===== src/rtl/midi_sysex_tx.sv =====
// SysEx patch-dump framer: reads dump_len bytes from patch memory and streams
// F0 / ID / DEV / CMD / ADDR / data / checksum / F7 over a valid/ready link.
module midi_sysex_tx #(
   parameter logic [7:0] MANUF_ID = 8'h7D,
   parameter logic [7:0] CMD_DUMP = 8'h12,
   parameter int         ADDR_W   = 7
) (
   input  logic              reg_clk,
   input  logic              reset_reg,
   input  logic [3:0]        midi_ch,
   input  logic              dump_req,
   input  logic [ADDR_W-1:0] start_addr,
   input  logic [7:0]        dump_len,
   output logic              mem_rd,
   output logic [ADDR_W-1:0] mem_addr,
   input  logic [7:0]        mem_data,
   output logic [7:0]        tx_byte,
   output logic              tx_valid,
   input  logic              tx_ready,
   output logic              busy,
   output logic              done
);

   typedef enum logic [3:0] {
      S_IDLE,
      S_HDR,
      S_ADDR,
      S_FETCH,
      S_LATCH,
      S_DATA,
      S_CSUM,
      S_EOX,
      S_DONE
   } state_t;

   state_t              state_q,    state_d;
   logic [1:0]          hdr_idx_q,  hdr_idx_d;
   logic [3:0]          ch_q,       ch_d;
   logic [ADDR_W-1:0]   addr_q,     addr_d;
   logic [7:0]          cnt_q,      cnt_d;
   logic [6:0]          sum_q,      sum_d;
   logic [7:0]          tx_byte_q,  tx_byte_d;
   logic                tx_valid_q, tx_valid_d;
   logic                mem_rd_q,   mem_rd_d;
   logic [ADDR_W-1:0]   mem_addr_q, mem_addr_d;
   logic                busy_q,     busy_d;
   logic                done_q,     done_d;

   logic                xfer;

   assign xfer = tx_valid_q & tx_ready;

   always_comb begin
      // NOTE: every _d gets a default first so no path leaves one unassigned (no latches).
      state_d    = state_q;
      hdr_idx_d  = hdr_idx_q;
      ch_d       = ch_q;
      addr_d     = addr_q;
      cnt_d      = cnt_q;
      sum_d      = sum_q;
      tx_byte_d  = tx_byte_q;
      tx_valid_d = tx_valid_q;
      mem_rd_d   = 1'b0;
      mem_addr_d = mem_addr_q;
      busy_d     = busy_q;
      done_d     = 1'b0;

      unique case (state_q)
         S_IDLE: begin
            if (dump_req && (dump_len != 8'd0)) begin
               state_d    = S_HDR;
               hdr_idx_d  = 2'd0;
               ch_d       = midi_ch;
               addr_d     = start_addr;
               cnt_d      = dump_len;
               sum_d      = 7'(start_addr);
               tx_byte_d  = 8'hF0;
               tx_valid_d = 1'b1;
               busy_d     = 1'b1;
            end
         end

         S_HDR: begin
            if (xfer) begin
               hdr_idx_d = hdr_idx_q + 2'd1;
               case (hdr_idx_q)
                  2'd0:    tx_byte_d = MANUF_ID;
                  2'd1:    tx_byte_d = {4'h0, ch_q};
                  2'd2:    tx_byte_d = CMD_DUMP;
                  default: begin
                     tx_byte_d = {1'b0, 7'(addr_q)};
                     state_d   = S_ADDR;
                  end
               endcase
            end
         end

         S_ADDR: begin
            if (xfer) begin
               state_d    = S_FETCH;
               tx_valid_d = 1'b0;
               mem_rd_d   = 1'b1;
               mem_addr_d = addr_q;
               addr_d     = addr_q + ADDR_W'(1);
            end
         end

         S_FETCH: state_d = S_LATCH;

         // Read data is valid now, one cycle after the strobe.
         S_LATCH: begin
            state_d    = S_DATA;
            tx_byte_d  = mem_data & 8'h7F;
            tx_valid_d = 1'b1;
            sum_d      = 7'({1'b0, sum_q} + (mem_data & 8'h7F));
         end

         S_DATA: begin
            if (xfer) begin
               cnt_d = cnt_q - 8'd1;
               if (cnt_q == 8'd1) begin
                  state_d   = S_CSUM;
                  tx_byte_d = {1'b0, 7'h00 - sum_q};
               end else begin
                  state_d    = S_FETCH;
                  tx_valid_d = 1'b0;
                  mem_rd_d   = 1'b1;
                  mem_addr_d = addr_q;
                  addr_d     = addr_q + ADDR_W'(1);
               end
            end
         end

         S_CSUM: begin
            if (xfer) begin
               state_d   = S_EOX;
               tx_byte_d = 8'hF7;
            end
         end

         S_EOX: begin
            if (xfer) begin
               state_d    = S_DONE;
               tx_valid_d = 1'b0;
               busy_d     = 1'b0;
               done_d     = 1'b1;
            end
         end

         S_DONE: state_d = S_IDLE;

         default: state_d = S_IDLE;
      endcase
   end

   always_ff @(posedge reg_clk) begin
      // NOTE: sequential state uses non-blocking assignments so all registers update together.
      if (reset_reg) begin
         state_q    <= S_IDLE;
         hdr_idx_q  <= 2'd0;
         ch_q       <= 4'd0;
         addr_q     <= '0;
         cnt_q      <= 8'd0;
         sum_q      <= 7'd0;
         tx_byte_q  <= 8'h00;
         tx_valid_q <= 1'b0;
         mem_rd_q   <= 1'b0;
         mem_addr_q <= '0;
         busy_q     <= 1'b0;
         done_q     <= 1'b0;
      end else begin
         state_q    <= state_d;
         hdr_idx_q  <= hdr_idx_d;
         ch_q       <= ch_d;
         addr_q     <= addr_d;
         cnt_q      <= cnt_d;
         sum_q      <= sum_d;
         tx_byte_q  <= tx_byte_d;
         tx_valid_q <= tx_valid_d;
         mem_rd_q   <= mem_rd_d;
         mem_addr_q <= mem_addr_d;
         busy_q     <= busy_d;
         done_q     <= done_d;
      end
   end

   assign tx_byte  = tx_byte_q;
   assign tx_valid = tx_valid_q;
   assign mem_rd   = mem_rd_q;
   assign mem_addr = mem_addr_q;
   assign busy     = busy_q;
   assign done     = done_q;

endmodule


===== config.mk =====
export PLATFORM = sky130hd
export DESIGN_NAME = midi_sysex_tx
export DESIGN_NICKNAME = d
export VERILOG_FILES = /design/src/rtl/midi_sysex_tx.sv
export SDC_FILE = /design/constraint.sdc
export NUM_CORES = 1
export LEC_CHECK = 0
export BUFFER_PORTS_ARGS = -buffer_cell sky130_fd_sc_hd__buf_2
export CORE_MARGIN = 2
export CORE_UTILIZATION = 50
export CTS_CLUSTER_SIZE = 24
export DETAILED_ROUTE_END_ITERATION = 7
export GPL_TIMING_DRIVEN = 0
export PLACE_DENSITY = 0.72
export SYNTH_ARGS = -nofsm -noshare
export SYNTH_HDL_FRONTEND = slang
export SYNTH_SLANG_ARGS = --single-unit

===== constraint.sdc =====
create_clock -name reg_clk -period 3.9 [get_ports reg_clk]
set_input_delay 0.78 -clock reg_clk [delete_from_list [all_inputs] [get_ports reg_clk]]
set_output_delay 0.78 -clock reg_clk [all_outputs]
set_load 0.01 [all_outputs]

# After elaboration in Yosys (flattened, before gate mapping)

Cells that the tools add are included.

$add $sub $neg: 5
$mul: 0
Div/mod/pow operators: 0
Order comparisons: 0
Eq/ne operators: 20
Shifts and indexed selects: 0
Mux-type cells: 42
Bitwise gates (word level): 2
Reductions and logical operators: 25

Operators with widths:

| kind                                                                | number |
|---|---|
| 8-bit two-way mux                                                   | 7 |
| 7-bit two-way mux                                                   | 7 |
| 7-bit case mux with 3 select lines                                  | 2 |
| 8-bit case mux with 5 select lines                                  | 1 |
| 4-bit case mux with 8 select lines                                  | 1 |
| 4-bit two-way mux                                                   | 7 |
| 7-bit case mux with 2 select lines                                  | 2 |
| 2-bit inequality test (second input constant)                       | 9 |
| 4-bit by 3-bit == test with 1-bit output (second input constant)    | 4 |
| 8-bit case mux with 2 select lines                                  | 1 |
| 5-bit AND reduction                                                 | 2 |
| 2-bit nonzero test                                                  | 5 |
| 3-bit AND reduction                                                 | 3 |
| 4-bit by 2-bit == test with 1-bit output (second input constant)    | 2 |
| 8-bit by 1-bit == test with 1-bit output (second input constant)    | 1 |
| 8-bit nonzero test                                                  | 1 |
| 8-bit by 1-bit subtractor with 8-bit output (second input constant) | 1 |
| 7-bit by 1-bit adder with 7-bit output (second input constant)      | 1 |
| 7-bit adder                                                         | 1 |
| 1-bit two-way mux                                                   | 7 |
| 7-bit AND reduction                                                 | 1 |
| 1-bit by 7-bit subtractor with 7-bit output (first input constant)  | 1 |
| 6-bit AND reduction                                                 | 1 |
| 5-bit nonzero test                                                  | 1 |
| 21 further kinds                                                    | 25 |

Register bits: 51
Bits in latches: 0
Bits in writable memories: 0
Memory bits (read-only): 0
Input port bits: 31
Output and inout bits: 19
Word-level logic and storage cells: 106
Memories kept: 0

# Depth between registers and ports, before layout

Depth after elaboration: 5
Mapped depth: 8
Depth with buffers taken out: 7

# Least setup slack after synthesis

No wires, ideal clock.

Path kind: in2reg
Start point: input mem_data[0]
End point: register sum_q[6]
Library setup time: 0.074 ns
Arrival: 2.254 ns
Required time: 3.826 ns
Slack: 1.572 ns
Stages: 7
Buffers on the path: 0
Cell sequence: ha_1 -> fa_1 -> a211oi_1 -> nor4_1 -> nor4b_1 -> o21ai_0 -> a31oi_1

Word-level cells in the longest chain between the ends: 2

RTL lines:

| what                               | RTL line | RTL |
|---|---|---|
| start, declared                    | 16       | `input logic [7:0] mem_data,` |
| 7-bit adder                        | 115      | `sum_d = 7'({1'b0, sum_q} + (mem_data & 8'h7F));` |
| 7-bit case mux with 2 select lines | 68       | `unique case (state_q)` |
| end signal, assigned               | 177      | `sum_q <= sum_d;` |
| end, declared                      | 41       | `logic [6:0] sum_q, sum_d;` |

No other way between the ends.
A chain may end at the register's enable or synchronous reset.

# Worst setup path in the final report

Start point: input dump_len[6]
End point: register tx_valid_q, in the netlist tx_valid

Word-level cells in the longest chain between the ends: 4

RTL lines:

| what                            | RTL line | RTL |
|---|---|---|
| start, declared                 | 13       | `input logic [7:0] dump_len,` |
| 8-bit nonzero test              | 70       | `if (dump_req && (dump_len != 8'd0)) begin` |
| 1-bit logical AND               | 70       |  |
| 2-bit inequality test (no line) | -        |  |
| 5-bit AND reduction (no line)   | -        |  |
| end signal, assigned            | 179      | `tx_valid_q <= tx_valid_d;` |
| end, declared                   | 43       | `logic tx_valid_q, tx_valid_d;` |

No other way between the ends.

==> run summary <==
Outcome - complete, no violations
Worst-Skew Late Latency - 0.31 ns
Synthesized area - 3270 um^2
Crit-path cells - buf_2, or4_1, o211a_1, nor2_1, nand4_1, o311a_1
Synthesized area per cell - 8.00 um^2
Core area - 6350 um^2
Dpl cells - 534
Boundary Pins - 50
Critical Path RT - 4.10 ns
Post-Layout Cell Count - 541
Postcts setup bufs - 0
Vias - 3434
Max_cap viols - 0
Initial antenna violation count - 0
Worst Setup End Kind - flip-flop
Synth Area in Compound Gates - 30.5%
Largest net degree at the start of global routing - 15
Worst setup path endpoint - tx_valid
Adder-cell share of the synthesized area - 5.96%
Period utilization - 61.3%
Global-route wire length before repair - 15.0 mm
Clk buf depth - 2
Stages on worst setup path - 6
Fmax - 418 MHz
Busiest grt layer - met2
WL/cell - 17.2 um
# setup viols final - 0
Clock Skew - 0.0146 ns
Cells on worst reg2reg path - 6
Crit path arrival time - 2.60 ns
Post-synth net total - 455
Tot GR Track Use - 25.8%
Mux cell area share after synthesis - 1.26%
Vias in the first global route - 3167
CTS resizes - 0
Met3 usage - 5.54%
Largest family of logic cells by synthesized area - compound AO/OA/AOI/OAI gates
Startpoint types - primary input
Die ar. - 7210 um^2
Clk pin slew, worst setup/hold paths - 0.09 ns
Hold_buf cts - 0
Post-Place Cell Area - 3610 um^2
Min cycle time layout - 2.39 ns
Die height - 84.9 um
Simple-gate share of the synthesized area - 23.8%
Met2 Use GR - 40.4%
RePlAce Congestion - 0.878
Yosys reg bits - 51
Inserted Diodes - 0
Die W - 84.9 um
Synth-to-Final Area Change - 13.0%
Worst Hold Class - flip-flop to flip-flop
Synth cell types - 70
CP top delay family - simple AND/OR/NAND/NOR gates
HPWL Detailed - 7.00 mm
Total Wirelength - 9.32 mm
Commonest non-fill, non-tap cell in the layout - buf_2
RSZ-0062 raised after global routing - false
Sequential area share after synthesis - 31.2%
Max-slew violations - 0
Max incr delay on CP - 0.59 ns
Leak - 0.00146 uW
Top FF cell, synth - dfxtp_1
Slowest cell on crit path - or4_1
Fin Hold WS - 0.466 ns
XOR/XNOR Fraction of Synth Area - 1.87%
Maximum vdd drop - 0.000432 V
GR met1 Demand/Resource - 35.1%
RR Startpoint - state_q[2]
PortBufs - 48
Post-route DRC - 0
Final hold viol count - 0
First-iteration detailed-routing DRC count - 293
# rows - 29
Worst Setup Path Type - primary input to flip-flop
Worst slew margin - 45.0%
Worst-path fanout max - 7
Clock sinks - 51
Cell area after layout - 3700 um^2
Nets - 510
Worst Tran Pin Value - 0.825 ns
Worst path buffer plus inverter count - 1
Vias per inst - 6.35
Power per cell area - 738 nW/um^2
Number of H-tree levels - 2
Synth area leaders - dfxtp_1 31%, a21oi_1 7.3%, nand2_1 5.7%
Post-synth EDFFs - 0
Synth top area share - 31.2%
Crit Reg-Reg Endpoint - sum_q[5]
Num CTS Buffers - 5
Starting Density - 51.5%
Most frequent cells in the layout - 55 x buf_2, 51 x dfxtp_1, 50 x nand2_1
Post-Syn Instances - 409
R2r setup slk - 1.74 ns
Ys Warns - 0
Area leader, netlist - dfxtp_1
Setup TNS - 0 ns
Grt ovf - 0
Clock Tree Root - clkbuf_8
CTS tree - yes
Layout cells sized above 1 - 19.4%
Final ANT Viol Nets - 0
Asr flop ratio synth - 0%
Worst setup path startpoint - dump_len[6]
Drt pass-1 iters - 6
-- cells by family after synthesis --
group,count (synthesis)
AO/OA/AOI/OAI,144
XOR/XNOR,7
adder cells (fa/ha/maj),15
buffers and inverters,40
flip-flops,51
multiplexers,4
AND/OR/NAND/NOR,148
-- worst min-delay path, stage by stage (launching register included) --
cell and delay [ns]:
dfxtp_1 0.32, inv_1 0.06, a221oi_2 0.05
-- cells in the mapped netlist, types with 5 or more instances --
cell type / instances
dfxtp_1: 51
nand2_1: 50
a21oi_1: 48
nor2_1: 21
o21ai_0: 18
inv_1: 17
ha_1: 14
nor3_1: 12
clkbuf_1: 11
nand3_1: 11
a22oi_1: 10
a211oi_1: 9
nand2b_1: 9
nor4_1: 9
a31oi_1: 7
buf_2: 7
nor2b_1: 5
or2_2: 5
xnor2_1: 5
-- worst min-delay path by stage --
stage,startpoint,to,slack [ns],depth (start not counted)
global route,tx_byte[5],tx_byte[5],0.49,2
CTS,ch_q[3],ch_q[3],0.47,2
global placement,tx_byte[1],tx_byte[1],0.45,2
detailed placement,ch_q[3],ch_q[3],0.45,2
floorplan,ch_q[0],ch_q[0],0.44,2
finish,tx_byte[2],tx_byte[2],0.47,2
-- power breakdown --
group / internal, uW / leakage (uW) / switching [uW] / total (uW)
registers: 676 / 0.000418 / 166 / 842
clock network: 140 / 0.0000470 / 176 / 316
logic: 658 / 0.000991 / 913 / 1570
total: 1470 / 0.00146 / 1260 / 2730
-- metrics by stage --
step                worst slack (ns)  utilization, %  total power, uW
floorplan                       1.57               -             2010
global placement                1.24            56.8             2350
detailed placement              1.22            56.8             2390
CTS                             1.56            58.2             2710
global route                    1.44            58.2             2930
finish                          1.51            58.2             2730
-- area by class of cell --
type | instances | area, um^2
Sequential cell | 51 | 1020
Fill cell | 626 | 2650
Clock buffer | 6 | 82.6
Tap cell | 77 | 96.3
Clock inverter | 1 | 5.00
Multi-Input combinational cell | 318 | 2070
Inverter | 17 | 63.8
Buffer | 23 | 114
Timing Repair Buffer | 48 | 240
-- layer usage --
metal | wire length (um) | share of wire (%)
met4 | 262 | 2.8
met3 | 772 | 8.3
met2 | 4230 | 45
met1 | 4060 | 44
met5 | 0 | 0
-- flip-flops by register name (all words and copies together) (netlist names) --
register   cells
done           1
cnt_q          8
state_q        4
mem_rd         1
mem_addr       7
busy           1
sum_q          7
addr_q         7
tx_valid       1
hdr_idx_q      2
tx_byte        8
ch_q           4
No activity file was read; power rests on OpenSTA's default activity.
